<file path="src/rtl/conv_ctrl_pkg.sv">
// Shared types and fixed geometry for the 2x2 convolution sequencer.
package conv_ctrl_pkg;
  typedef enum logic [2:0] {
    S_IDLE, S_LD_W, S_WAIT_W, S_LD_F, S_WAIT_F, S_ACC, S_DONE
  } state_e;

  typedef enum logic {KIND_W = 1'b0, KIND_F = 1'b1} kind_e;

  localparam logic [1:0] P_C11 = 2'd0;
  localparam logic [1:0] P_C12 = 2'd1;
  localparam logic [1:0] P_C21 = 2'd2;
  localparam logic [1:0] P_C22 = 2'd3;

  localparam int IMG_W  = 3;
  localparam int K_W    = 2;
  localparam int N_TAPS = 4;

  typedef struct packed {
    logic       vld;
    kind_e      kind;
    logic [1:0] k;
  } tap_t;

  // ALU and accumulator vectors put index 0 on the MSB.
  function automatic logic [3:0] onehot_msb(input logic [1:0] idx);
    return 4'b1000 >> idx;
  endfunction

  // Row-major offset of kernel tap k for output position p.
  function automatic int feat_off(input logic [1:0] p, input logic [1:0] k);
    return (int'(p) / K_W + int'(k) / K_W) * IMG_W + int'(p) % K_W + int'(k) % K_W;
  endfunction
endpackage

</file>
<file path="src/rtl/conv_ctrl_delay_line.sv">
// MEM_LAT-deep tag pipe that realigns buffer enables with memory read data.
module conv_ctrl_delay_line
  import conv_ctrl_pkg::*;
#(
  parameter int MEM_LAT = 1
) (
  input  logic       clk,
  input  logic       rst,
  input  logic       push_vld_i,
  input  logic       push_kind_i,
  input  logic [1:0] push_k_i,
  output logic       out_vld_o,
  output logic       out_kind_o,
  output logic [1:0] out_k_o
);
  tap_t [MEM_LAT-1:0] pipe_q;

  always_ff @(posedge clk) begin
    if (rst) begin
      pipe_q <= '0;
    end else begin
      pipe_q[0] <= {push_vld_i, push_kind_i, push_k_i};
      for (int i = 1; i < MEM_LAT; i++) pipe_q[i] <= pipe_q[i-1];
    end
  end

  assign out_vld_o  = pipe_q[MEM_LAT-1].vld;
  assign out_kind_o = pipe_q[MEM_LAT-1].kind;
  assign out_k_o    = pipe_q[MEM_LAT-1].k;
endmodule

</file>
<file path="src/rtl/conv2x2_seq_ctrl.sv">
// Sequencer for the 2x2 convolution datapath: weight load, then four
// feature-load/accumulate passes, one per output position.
module conv2x2_seq_ctrl
  import conv_ctrl_pkg::*;
#(
  parameter int ADDR_W       = 8,
  parameter int WEIGHT_BASE  = 0,
  parameter int FEATURE_BASE = 4,
  parameter int MEM_LAT      = 1
) (
  input  logic              clk,
  input  logic              rst,
  input  logic              start,
  output logic              busy,
  output logic              done,
  output logic              mem_rd_en,
  output logic [ADDR_W-1:0] mem_addr,
  output logic [3:0]        weight_en,
  output logic [3:0]        feature_en,
  output logic [7:0]        sel_demux,
  output logic [3:0]        acc_en
);
  localparam int CNT_W = $clog2(MEM_LAT) + 2;

  state_e           state_q, state_d;
  logic [CNT_W-1:0] cnt_q, cnt_d;
  logic [1:0]       p_q, p_d;
  logic [1:0]       tap;
  logic             push_vld;
  kind_e            push_kind;
  logic             dl_vld, dl_kind;
  logic [1:0]       dl_k;

  assign tap = cnt_q[1:0];

  always_ff @(posedge clk) begin
    if (rst) begin
      state_q <= S_IDLE;
      cnt_q   <= '0;
      p_q     <= P_C11;
    end else begin
      state_q <= state_d;
      cnt_q   <= cnt_d;
      p_q     <= p_d;
    end
  end

  always_comb begin
    state_d   = state_q;
    cnt_d     = cnt_q;
    p_d       = p_q;
    mem_rd_en = 1'b0;
    mem_addr  = '0;
    push_vld  = 1'b0;
    push_kind = KIND_W;
    acc_en    = 4'b0;
    sel_demux = 8'h00;
    unique case (state_q)
      S_IDLE: begin
        if (start) begin
          state_d = S_LD_W;
          cnt_d   = '0;
          p_d     = P_C11;
        end
      end
      S_LD_W: begin
        mem_rd_en = 1'b1;
        mem_addr  = ADDR_W'(WEIGHT_BASE) + ADDR_W'(tap);
        push_vld  = 1'b1;
        if (cnt_q == CNT_W'(N_TAPS - 1)) begin
          state_d = S_WAIT_W;
          cnt_d   = '0;
        end else cnt_d = cnt_q + CNT_W'(1);
      end
      S_WAIT_W: begin
        if (cnt_q == CNT_W'(MEM_LAT - 1)) begin
          state_d = S_LD_F;
          cnt_d   = '0;
          p_d     = P_C11;
        end else cnt_d = cnt_q + CNT_W'(1);
      end
      S_LD_F: begin
        sel_demux = {4{p_q}};
        mem_rd_en = 1'b1;
        mem_addr  = ADDR_W'(FEATURE_BASE + feat_off(p_q, tap));
        push_vld  = 1'b1;
        push_kind = KIND_F;
        if (cnt_q == CNT_W'(N_TAPS - 1)) begin
          state_d = S_WAIT_F;
          cnt_d   = '0;
        end else cnt_d = cnt_q + CNT_W'(1);
      end
      S_WAIT_F: begin
        sel_demux = {4{p_q}};
        if (cnt_q == CNT_W'(MEM_LAT - 1)) begin
          state_d = S_ACC;
          cnt_d   = '0;
        end else cnt_d = cnt_q + CNT_W'(1);
      end
      // sel_demux still holds p here, so the pulse sees settled products.
      S_ACC: begin
        sel_demux = {4{p_q}};
        acc_en    = onehot_msb(p_q);
        if (p_q == P_C22) state_d = S_DONE;
        else begin
          state_d = S_LD_F;
          p_d     = p_q + 2'd1;
        end
      end
      S_DONE:  state_d = S_IDLE;
      default: state_d = S_IDLE;
    endcase
  end

  conv_ctrl_delay_line #(.MEM_LAT(MEM_LAT)) u_dly (
    .clk        (clk),
    .rst        (rst),
    .push_vld_i (push_vld),
    .push_kind_i(push_kind),
    .push_k_i   (tap),
    .out_vld_o  (dl_vld),
    .out_kind_o (dl_kind),
    .out_k_o    (dl_k)
  );

  assign weight_en  = (dl_vld && dl_kind == KIND_W) ? onehot_msb(dl_k) : 4'b0;
  assign feature_en = (dl_vld && dl_kind == KIND_F) ? onehot_msb(dl_k) : 4'b0;
  assign busy       = (state_q != S_IDLE);
  assign done       = (state_q == S_DONE);
endmodule

</file>
<file path="config.mk">
export PLATFORM = sky130hd
export DESIGN_NAME = conv2x2_seq_ctrl
export DESIGN_NICKNAME = d
export VERILOG_FILES = /design/src/rtl/conv_ctrl_pkg.sv /design/src/rtl/conv_ctrl_delay_line.sv /design/src/rtl/conv2x2_seq_ctrl.sv
export SDC_FILE = /design/constraint.sdc
export NUM_CORES = 1
export LEC_CHECK = 0
export ABC_AREA = 0
export CAP_MARGIN = 20
export CORE_MARGIN = 2
export CORE_UTILIZATION = 50
export CTS_BUF_LIST = sky130_fd_sc_hd__clkbuf_2
export CTS_CLUSTER_SIZE = 30
export DETAILED_ROUTE_END_ITERATION = 8
export GPL_ROUTABILITY_DRIVEN = 0
export PLACE_DENSITY = 0.87
export RECOVER_POWER = 100
export SLEW_MARGIN = 0
export SYNTH_ARGS = -nofsm -noshare
export SYNTH_HDL_FRONTEND = slang
export SYNTH_SLANG_ARGS = --single-unit
</file>
<file path="constraint.sdc">
create_clock -name clk -period 4.8 [get_ports clk]
set_input_delay 1.2 -clock clk [delete_from_list [all_inputs] [get_ports clk]]
set_output_delay 1.2 -clock clk [all_outputs]
set_load 0.01 [all_outputs]
</file>
==> results.json <==
{
  "cts.sink_count": 11,
  "cts-htree-levels": 1,
  "synth_top_cell_by_area": "dfxtp_1",
  "yosysSeqAreaShare_pct": 21.8,
  "diodes": 0,
  "netlist_area_mm2": 0.00101,
  "ant_nets": 0,
  "port-buffer-count": 30,
  "viasPerCell": 5.27,
  "slew_headroom_pct": 59.3,
  "area_growth_pct": 25.0,
  "ff_latch_area_um2": 220,
  "dp_cells": 172,
  "ctsResizeCount": 0,
  "drive_above_1_share_pct": 3.36,
  "multiInputGateArea_um2": 654,
  "tightestPinTransition_ns": 0.610,
  "grt_util_all_layers_pct": 20.8,
  "dp_hpwl_um": 1820,
  "internal_power_w": 0.000129,
  "fin_nets": 168,
  "final_area_mm2": 0.00126,
  "clock_latency_ns": 0.27,
  "cp_max_fo": 5,
  "clk_pin_slew_ns": 0.11,
  "antenna_found_initial": 0,
  "outcome": "finished, final reports clean",
  "fmax_mhz": 245,
  "cp.arrival_ns": 2.88,
  "finalHoldViolCount": 0,
  "routed_wl_um": 2260,
  "pin_count": 34,
  "whs_ns": 0.583,
  "post-route-period-util_pct": 85.0,
  "vias": 927,
  "pwr-share-seq_pct": 55.1,
  "start_util_pct": 52.0,
  "tns_ns": 0,
  "final-max-slew-violation-count": 0,
  "finalClockSkew_ns": 0.00978,
  "cts-root-buf": "clkbuf_2",
  "cts_buffers": 3,
  "die_area_mm2": 0.00240,
  "fillers": 186,
  "die_h_um": 48.9,
  "ys_ff_latch": 11,
  "stdcell_count": 176,
  "cts_buffer_depth": 2,
  "yosysUniqueCellTypes": 33,
  "synth_top_area_share_pct": 21.8,
  "drv_cap": 0,
  "gr-total-overflow": 0,
  "powerDensity_mw_per_mm2": 146,
  "syn_area_per_cell_um2": 7.89,
  "irDropWorstVdd_v": 0.000118,
  "ys_warn_count": 0,
  "first_global_vias": 867,
  "drt_iter0_markers": 24,
  "cts_tree": "yes",
  "layout_commonest_cell": "dlygate4sd3_1",
  "critPathKind": "flip-flop to primary output",
  "dr.pass1.iters": 4,
  "coreArea_mm2": 0.00194,
  "p_switching_w": 0.0000543,
  "remaining_drc_errors": 0,
  "syn_inst": 128,
  "p_leak_nw": 0.619,
  "num_rows": 16,
  "yosys-top-cells-area": "dfxtp_1, ha_1, buf_4, a21oi_1, nor2_1",
  "grt_start_max_net_pins": 23,
  "grt_pass1_wl_um": 3920,
  "die_x_um": 48.9,
  "rsz0062_at_grt": "false",
  "p_comb_share_pct": 15.6,
  "switching_share_pct": 29.6,
  "clkPwrFrac_pct": 29.3,
  "finalSetupViolations": 0,
  "place_area_mm2": 0.00124,
  "wire_per_inst_um": 12.8,
  "hold_buffers": 0,
  "layout_common_cells": "dlygate4sd3_1, nor2_1, a21oi_1, ha_1, dfxtp_1",
  "fin_crit_ns": 4.08,
  "crit_required_ns": 3.60,
  "crit_path_end_kind": "primary output",
  "start_kind": "flip-flop",
  "reg2reg_slack_ns": 3.24,
  "hold_path_class": "flip-flop to flip-flop",
  "post_cts_buffers": 0
}
==> cell type report <==
cell class	instances	share of cell area [%]
tap	27	2.68
inverter	9	2.68
multi-input combinational	95	51.8
timing repair buffer	30	23.8
sequential	11	17.4
clock buffer	4	1.59
==> power groups by stage <==
| stage | logic, W | registers, W | clock network [W] |
|---|---|---|---|
| 6_report | 0.0000287 | 0.000101 | 0.0000538 |
| 5_1_grt | 0.0000323 | 0.000102 | 0.0000597 |
| 4_1_cts | 0.0000301 | 0.000101 | 0.0000545 |
| 3_5_place_dp | 0.0000301 | 0.000103 | 0 |
| 3_3_place_gp | 0.0000287 | 0.000103 | 0 |
| 2_1_floorplan | 0.0000246 | 0.0000995 | 0 |
==> cells in the mapped netlist <==
master	instances
fa_1	2
o21ai_0	4
o21a_1	1
conb_1	1
or2_0	1
nand4bb_1	1
a221oi_1	1
nand2b_1	5
buf_4	12
inv_1	9
o2bb2ai_1	1
and3_1	5
nand4b_1	1
xor2_1	1
dfxtp_1	11
o311ai_0	2
or4_1	1
nand2_1	7
a21oi_1	13
or3_1	2
nor3_1	3
nor2_1	16
ha_1	13
nand3_1	2
nor4bb_1	1
mux2i_1	3
a211oi_1	1
or3b_2	1
buf_6	1
nor2b_1	2
nor4_1	1
a311oi_1	1
clkbuf_1	2
==> path summary, 6_finish.rpt <==
check / startpoint / endpoint / depth (start not counted)
worst max-delay path: p_q[0] / mem_addr[1] / 8
worst min-delay path: p_q[0] / p_q[0] / 2
worst max register to register: cnt_q[1] / state_q[0] / 5
worst min register to register: p_q[0] / p_q[0] / 2
==> routing by layer <==
| metal | GRT usage, % | routed length [um] |
|---|---|---|
| met1 | 22.9 | 941 |
| met2 | 40.4 | 1210 |
| met3 | 4.60 | 90 |
| met4 | 4.29 | 17 |
| met5 | 0 | 0 |
==> registers in the layout (all words and copies together), names as in the netlist <==
register          count
state_q               3
cnt_q                 2
p_q                   2
u_dly.out_k_o         2
u_dly.out_kind_o      1
u_dly.out_vld_o       1
==> worst max-delay path: stages, from the launching register on <==
cell and delay [ns]:
dfxtp_1 0.43, inv_1 0.15, fa_1 0.52, inv_1 0.04, ha_1 0.20, fa_1 0.48, mux2i_1 0.07, nor2_1 0.10
dlygate4sd3_1 0.61
==> kinds of logic after synthesis <==
| group | synth area share [%] |
|---|---|
| XOR/XNOR | 0.868 |
| flip-flops | 21.8 |
| buffers and inverters | 14.1 |
| multiplexers | 2.97 |
| other | 0.371 |
| AND/OR/NAND/NOR | 25.5 |
| AO/OA/AOI/OAI | 14.3 |
| adder cells (fa/ha/maj) | 20.1 |
==> per-stage QoR <==
step	power (W)	util, %	setup WS, ns
2_1_floorplan	0.000124	-	1.68
3_3_place_gp	0.000132	64.0	1.17
3_5_place_dp	0.000134	64.0	1.06
4_1_cts	0.000186	65.0	0.764
5_1_grt	0.000194	65.0	0.535
6_report	0.000184	65.0	0.720
Power figures use the tool's default switching activity.
